## config.mk

```make
export PLATFORM = sky130hd
export DESIGN_NAME = hazard_controller
export DESIGN_NICKNAME = d
export VERILOG_FILES = /design/src/rtl/constants_pkg.sv /design/src/rtl/structure_pkg.sv /design/src/rtl/muldiv_sequencer.sv /design/src/rtl/hazard_controller.sv
export SDC_FILE = /design/constraint.sdc
export NUM_CORES = 1
export LEC_CHECK = 0
export CAP_MARGIN = 20
export CORE_MARGIN = 5
export CORE_UTILIZATION = 28
export DETAILED_ROUTE_END_ITERATION = 12
export PLACE_DENSITY = 0.8
export SYNTH_ARGS = -nofsm -noshare
export SYNTH_HDL_FRONTEND = slang
export SYNTH_HIERARCHICAL = 1
export SYNTH_SLANG_ARGS = --single-unit
```

## constraint.sdc

```tcl
create_clock -name clk -period 2.95 [get_ports clk]
set_input_delay 0.59 -clock clk [delete_from_list [all_inputs] [get_ports clk]]
set_output_delay 0.59 -clock clk [all_outputs]
set_load 0.01 [all_outputs]
```

## src/rtl/constants_pkg.sv

```systemverilog
// Shared numeric constants for the hazard controller and its sequencer.
package constants_pkg;

    localparam int unsigned MUL_LATENCY_DEF = 3;
    localparam int unsigned DIV_LATENCY_DEF = 8;
    localparam int unsigned PERF_CNT_W_DEF  = 32;
    localparam int unsigned LAT_W           = 4;
    localparam int unsigned REG_ADDR_W      = 5;
    localparam int unsigned FUNC3_W         = 3;

endpackage

```

## src/rtl/structure_pkg.sv

```systemverilog
// Pipeline payload types shared between decode and the hazard controller.
package structure_pkg;

    import constants_pkg::*;

    typedef struct packed {
        logic                  valid;
        logic [REG_ADDR_W-1:0] src_reg_1;
        logic [REG_ADDR_W-1:0] src_reg_2;
        logic [REG_ADDR_W-1:0] dst_reg;
        logic                  reg_write_enable;
        logic                  reg_data_ready;
        logic                  is_l;
        logic                  is_m;
        logic [FUNC3_W-1:0]    func3;
    } inst_decoded_t;

    typedef struct packed {
        logic dep_src1;
        logic dep_src2;
    } bypass_t;

    typedef enum logic [0:0] {
        IDLE = 1'b0,
        BUSY = 1'b1
    } hazard_state_e;

    // A producer matches a source when it will write that non-zero register.
    function automatic logic reg_match(input inst_decoded_t prod,
                                       input logic [REG_ADDR_W-1:0] src);
        return prod.valid & prod.reg_write_enable &
               (prod.dst_reg != '0) & (prod.dst_reg == src);
    endfunction

endpackage

```

## src/rtl/muldiv_sequencer.sv

```systemverilog
// Latency-counter FSM holding a multi-cycle M-op in EXE; outputs are Mealy (combinational).
module muldiv_sequencer
    import constants_pkg::*;
    import structure_pkg::*;
(
    input  logic             clk,
    input  logic             rst,
    input  logic             start_i,
    input  logic [LAT_W-1:0] lat_i,
    output logic             mstall_c_o,
    output logic             muldiv_done_c_o
);

    hazard_state_e    state_q, state_d;
    logic [LAT_W-1:0] cnt_q, cnt_d;

    always_ff @(posedge clk or negedge rst) begin
        if (!rst) begin
            state_q <= IDLE;
            cnt_q   <= '0;
        end else begin
            state_q <= state_d;
            cnt_q   <= cnt_d;
        end
    end

    // cnt holds the remaining stalled-or-done cycles after the start cycle.
    always_comb begin
        state_d         = state_q;
        cnt_d           = cnt_q;
        mstall_c_o      = 1'b0;
        muldiv_done_c_o = 1'b0;
        case (state_q)
            IDLE: begin
                if (start_i) begin
                    if (lat_i > LAT_W'(1)) begin
                        mstall_c_o = 1'b1;
                        state_d    = BUSY;
                        cnt_d      = lat_i - LAT_W'(1);
                    end else begin
                        muldiv_done_c_o = 1'b1;
                    end
                end
            end
            BUSY: begin
                if (cnt_q > LAT_W'(1)) begin
                    mstall_c_o = 1'b1;
                    cnt_d      = cnt_q - LAT_W'(1);
                end else begin
                    muldiv_done_c_o = 1'b1;
                    cnt_d           = '0;
                    state_d         = IDLE;
                end
            end
            default: begin
                state_d = IDLE;
                cnt_d   = '0;
            end
        endcase
    end

endmodule

```

## src/rtl/hazard_controller.sv

```systemverilog
// Forwarding selects, load-use bubble and M-op stall scheduling for the 5-stage pipeline.
// Optional perf counters: define HAZARD_CTRL_PERF_CNT_EN.
module hazard_controller
    import constants_pkg::*;
    import structure_pkg::*;
#(
    parameter int unsigned MUL_LATENCY = MUL_LATENCY_DEF,
    parameter int unsigned DIV_LATENCY = DIV_LATENCY_DEF,
    parameter int unsigned PERF_CNT_W  = PERF_CNT_W_DEF
) (
    input  logic          clk,
    input  logic          rst,
    input  inst_decoded_t inst_dec_in,
    input  inst_decoded_t inst_exe_in,
    input  inst_decoded_t inst_mem_in,
    output bypass_t       exe_bypass,
    output bypass_t       mem_bypass,
    output logic          load_to_use_hazard,
    output logic          stall_fetch,
    output logic          stall_decode,
    output logic          stall_exe,
    output logic          muldiv_done
`ifdef HAZARD_CTRL_PERF_CNT_EN
    ,
    output logic [PERF_CNT_W-1:0] perf_lu_cnt,
    output logic [PERF_CNT_W-1:0] perf_mstall_cnt,
    output logic [PERF_CNT_W-1:0] perf_fwd_cnt
`endif
);

    localparam logic [LAT_W-1:0] MUL_LAT = LAT_W'(MUL_LATENCY);
    localparam logic [LAT_W-1:0] DIV_LAT = LAT_W'(DIV_LATENCY);

    logic             hit_exe_1_c, hit_exe_2_c;
    logic             hit_mem_1_c, hit_mem_2_c;
    logic             lu_c;
    logic             start_c;
    logic [LAT_W-1:0] lat_c;
    logic             mstall_c;
    logic             done_c;
    logic             unused_inputs_c;

    // Youngest ready producer wins; MEM only forwards when EXE does not.
    always_comb begin
        hit_exe_1_c = reg_match(inst_exe_in, inst_dec_in.src_reg_1);
        hit_exe_2_c = reg_match(inst_exe_in, inst_dec_in.src_reg_2);
        hit_mem_1_c = reg_match(inst_mem_in, inst_dec_in.src_reg_1);
        hit_mem_2_c = reg_match(inst_mem_in, inst_dec_in.src_reg_2);

        exe_bypass          = '0;
        exe_bypass.dep_src1 = hit_exe_1_c & inst_exe_in.reg_data_ready;
        exe_bypass.dep_src2 = hit_exe_2_c & inst_exe_in.reg_data_ready;

        mem_bypass          = '0;
        mem_bypass.dep_src1 = hit_mem_1_c & inst_mem_in.reg_data_ready & ~exe_bypass.dep_src1;
        mem_bypass.dep_src2 = hit_mem_2_c & inst_mem_in.reg_data_ready & ~exe_bypass.dep_src2;

        lu_c    = inst_dec_in.valid & inst_exe_in.is_l & (hit_exe_1_c | hit_exe_2_c);
        start_c = inst_exe_in.valid & inst_exe_in.is_m;
        lat_c   = inst_exe_in.func3[2] ? DIV_LAT : MUL_LAT;
    end

    // The sequencer only honours start while idle, so a held M-op never restarts.
    muldiv_sequencer u_muldiv_sequencer (
        .clk             (clk),
        .rst             (rst),
        .start_i         (start_c),
        .lat_i           (lat_c),
        .mstall_c_o      (mstall_c),
        .muldiv_done_c_o (done_c)
    );

    assign stall_exe          = mstall_c;
    assign stall_fetch        = mstall_c | lu_c;
    assign stall_decode       = mstall_c | lu_c;
    assign load_to_use_hazard = lu_c & ~mstall_c;
    assign muldiv_done        = done_c;

    assign unused_inputs_c = ^{inst_dec_in, inst_exe_in, inst_mem_in};

`ifdef HAZARD_CTRL_PERF_CNT_EN
    logic [PERF_CNT_W-1:0] perf_lu_q, perf_lu_d;
    logic [PERF_CNT_W-1:0] perf_mstall_q, perf_mstall_d;
    logic [PERF_CNT_W-1:0] perf_fwd_q, perf_fwd_d;

    function automatic logic [PERF_CNT_W-1:0] sat_inc(input logic [PERF_CNT_W-1:0] v,
                                                      input logic inc);
        return (inc && (v != '1)) ? v + PERF_CNT_W'(1) : v;
    endfunction

    always_comb begin
        perf_lu_d     = sat_inc(perf_lu_q, load_to_use_hazard);
        perf_mstall_d = sat_inc(perf_mstall_q, stall_exe);
        perf_fwd_d    = sat_inc(perf_fwd_q, |{exe_bypass, mem_bypass});
    end

    always_ff @(posedge clk or negedge rst) begin
        if (!rst) begin
            perf_lu_q     <= '0;
            perf_mstall_q <= '0;
            perf_fwd_q    <= '0;
        end else begin
            perf_lu_q     <= perf_lu_d;
            perf_mstall_q <= perf_mstall_d;
            perf_fwd_q    <= perf_fwd_d;
        end
    end

    assign perf_lu_cnt     = perf_lu_q;
    assign perf_mstall_cnt = perf_mstall_q;
    assign perf_fwd_cnt    = perf_fwd_q;
`else
    localparam int unsigned unused_perf_cnt_w = PERF_CNT_W;
`endif

endmodule

```

==> results.md <==
- Layout cells sized above 1: 0.3245
- CP Data Required Time: 2.36 ns
- Initial antenna violation count: 0
- # port buffers: 40
- Initial Utilization: 0.2948
- 1st-iter DRT viols: 11
- Final setup fails: 0
- Grt ovf: 0
- Library cells used by synthesis: 33
- Post-layout min period: roughly 2.9 ns
- RR Startpoint: u_muldiv_sequencer/cnt_q[0]
- Clk_lat worst skew: roughly 0.24 ns
- CTS tree: built
- PD cells: roughly 490 mW/mm^2
- Peak VDD IR: ~0.5 mV
- Post-DRT Antenna Nets: 0
- CTS max path bufs: 2
- Dpl hpwl: approximately 2100 um
- Slowest cell delay on critical path: around 0.52 ns
- Clock Skew: between 0.005 and 0.006 ns
- Post-synth EDFFs: 0
- Slowest-stage cell, CP: or4_4
- Largest net degree at the start of global routing: 12
- Final wirelength: ~2500 um
- Async SR Flop Fraction: 1.000
- Post-CTS Hold Buffers: 0
- # fillers: 220
- CP Launch Type: primary input
- Synth Register Bits: 5
- Final worst-path cycle share: 0.9757
- Most frequent cell after synthesis: xor2_1
- Total GRT Usage: 0.1400
- Placement-stage worst setup slack: -0.3748 ns
- Outcome: complete, no violations
- Seq/Total Area, Yosys: 0.1698
- N_diodes: 0
- Max-Cap Viols: 0
- Die H: slightly above 60 um
- Row count: 18
- HP Class: primary input to async pin
- Fmax: around 350 MHz
- DRT Pass-1 Iters: 4
- YS warnings: 6
- Final Hold Viols: 0
- Crit-path cells: clkdlybuf4s50_1, or4_4, o2111ai_4, or4_4, nor4_4, buf_2
- RSZ-0062 raised after global routing: yes
- Core ar.: 0.002500 sq mm
- Cell area after synthesis: 737.0 sq um
- Fin nets: approximately 230
- Number of global-route vias before repair: ~960
- First-pass GRT wire length: roughly 4000 um
- Io pins: 80
- Cts bufs inserted: 3
- Commonest cells post-synth: 12 x xor2_1, 10 x xnor2_1, 5 x dfrtp_1, 5 x inv_1, 5 x nor3_1
- Setup bufs post-CTS: 0
- Slack of the critical path: 0.07155 ns
- GPL Wtd Cong: between 0.9 and 1
- Drt drc: 0
- Routed vias/inst: 4.856
- FF-to-FF End: u_muldiv_sequencer/cnt_q[0]
- Post-Syn Instances: 84
- Clock transition at the registers of the reported paths: 0.05 ns
- Layout area overhead: 89.13%
- CP Capture Type: output port
- Leak: approximately 0.6 nW
- CTS H-Tree Depth: 1
- Critical path start-end classification: primary input to output port
- Top cell type's share of synthesized area: 0.1698
- Ys flop type: dfrtp_1
- Final Util: 0.5576
- Pwr Total: ~0.68 mW
- Most used cell along the critical path: or4_4
- Vias post-DR: 879
- Crit path DAT: 2.29 ns
- Top cells by area, synth: dfrtp_1 17%, xor2_1 14%, xnor2_1 12%
- Slew Viols, Final: 0
- R2r setup slk: about 1.2 ns
- Die area: around 0.0038 sq mm
- Wire length per cell: between 10 and 15 um
- Post-synth top area cell: dfrtp_1
- Syn avg cell area: 8.773 sq um
- Die Wd: just over 60 um
- Crit path max fanout: 2
- Clock root cell: clkbuf_4
- R2R depth: 6
- Num Clock Sinks: 5
## layout by cell type (no fill, tap or decap), types with 2 or more instances in the layout
cell type and n:
nor3_2 3, buf_2 3, o31ai_1 2, xor2_1 12, inv_1 4, nand2b_1 3, mux2_4 2, buf_4 25
clkdlybuf4s50_1 28, dfrtp_1 5, or4_4 2, o22ai_1 4, ha_1 3, nand3_1 3, nor3_1 2, conb_1 4
clkbuf_4 3, dlygate4sd2_1 4, xnor2_1 10, a22o_2 2, dlymetal6s2s_1 2, nor2_1 3
## cells by family after synthesis
logic type      count (synthesis)  share of synthesized area
simple gates                   26                     0.2122
flops                           5                     0.1698
buf+inv                         8                    0.06622
other cells                     1                   0.005088
xor+xnor                       22                     0.2615
fa+ha+maj                       4                    0.06791
compound gates                 15                     0.1630
mux                             3                    0.05433
## worst max-delay path, delay by kind of cell
kind | cells | cell delay [ns]
AOI/OAI and AO/OA | 1 | 0.12
buffers and inverters | 2 | 0.66
and+or+nand+nor | 3 | 0.92
## report_power, final
| part | leakage [nW] | internal (mW) | switching, mW |
|---|---|---|---|
| Clock | 0.0150 | 0.0511 | 0.0277 |
| Combinational | 0.536 | 0.254 | 0.181 |
| Sequential | 0.0598 | 0.105 | 0.0599 |
| Total | 0.610 | 0.410 | 0.269 |
## worst max-delay path by stage
stage               startpoint       endpoint  slack (ns)  depth (start not counted)
3_5_place_dp    inst_exe_in[2]    stall_fetch       -0.37                         10
5_1_grt        inst_mem_in[11]  mem_bypass[1]       -0.02                          6
6_report       inst_mem_in[11]  mem_bypass[1]        0.07                          6
3_3_place_gp    inst_exe_in[9]  mem_bypass[1]       -0.37                          7
4_1_cts         inst_exe_in[9]  mem_bypass[0]        0.01                          7
2_1_floorplan   inst_exe_in[2]    stall_fetch        0.32                         10
## timing repair
| item | in CTS | in global routing |
|---|---|---|
| pin swaps | 2 | 4 |
| cloned | 0 | 0 |
| resized for setup | 25 | 12 |
| endpoints found under the hold margin | 0 | 0 |
| endpoints found under the setup margin | 9 | 3 |
## layer usage
layer / part of all wire / vias up / routed length (um) / GRT usage
met5: 0 / - / 0 / 0
met4: 0.016 / 0 / 38 / 0.01858
met3: 0.089 / 4 / 218 / 0.04193
met2: 0.53 / 38 / 1298 / 0.2825
met1: 0.37 / 401 / 895 / 0.1420
li1: - / 436 / - / -
## area by class of cell
| class | instances | area [sq um] | area share |
|---|---|---|---|
| clock buffer | 4 | 26.28 | 0.01885 |
| timing repair buffer | 63 | 553.0 | 0.3968 |
| sequential | 5 | 125.1 | 0.08977 |
| inverter | 5 | 18.77 | 0.01346 |
| tap | 30 | 37.54 | 0.02693 |
| multi-input combinational | 74 | 633.1 | 0.4542 |
## state kept, by name, indices dropped and copies added (netlist names)
| signal | flops |
|---|---|
| u_muldiv_sequencer/cnt_q | 4 |
| u_muldiv_sequencer/state_q | 1 |
## stage by stage
step,hold slack (ns),cell area (sq um),setup TNS (ns),std cells
after global placement,0.5570,1329,-2.463,177
after global routing,0.5726,1394,-0.01935,181
after floorplan,0.2944,748.2,0,87
after detailed placement,0.5707,1329,-2.778,177
final,0.5658,1394,0,181
after CTS,0.5685,1358,0,181
Power figures use the tool's default switching activity.
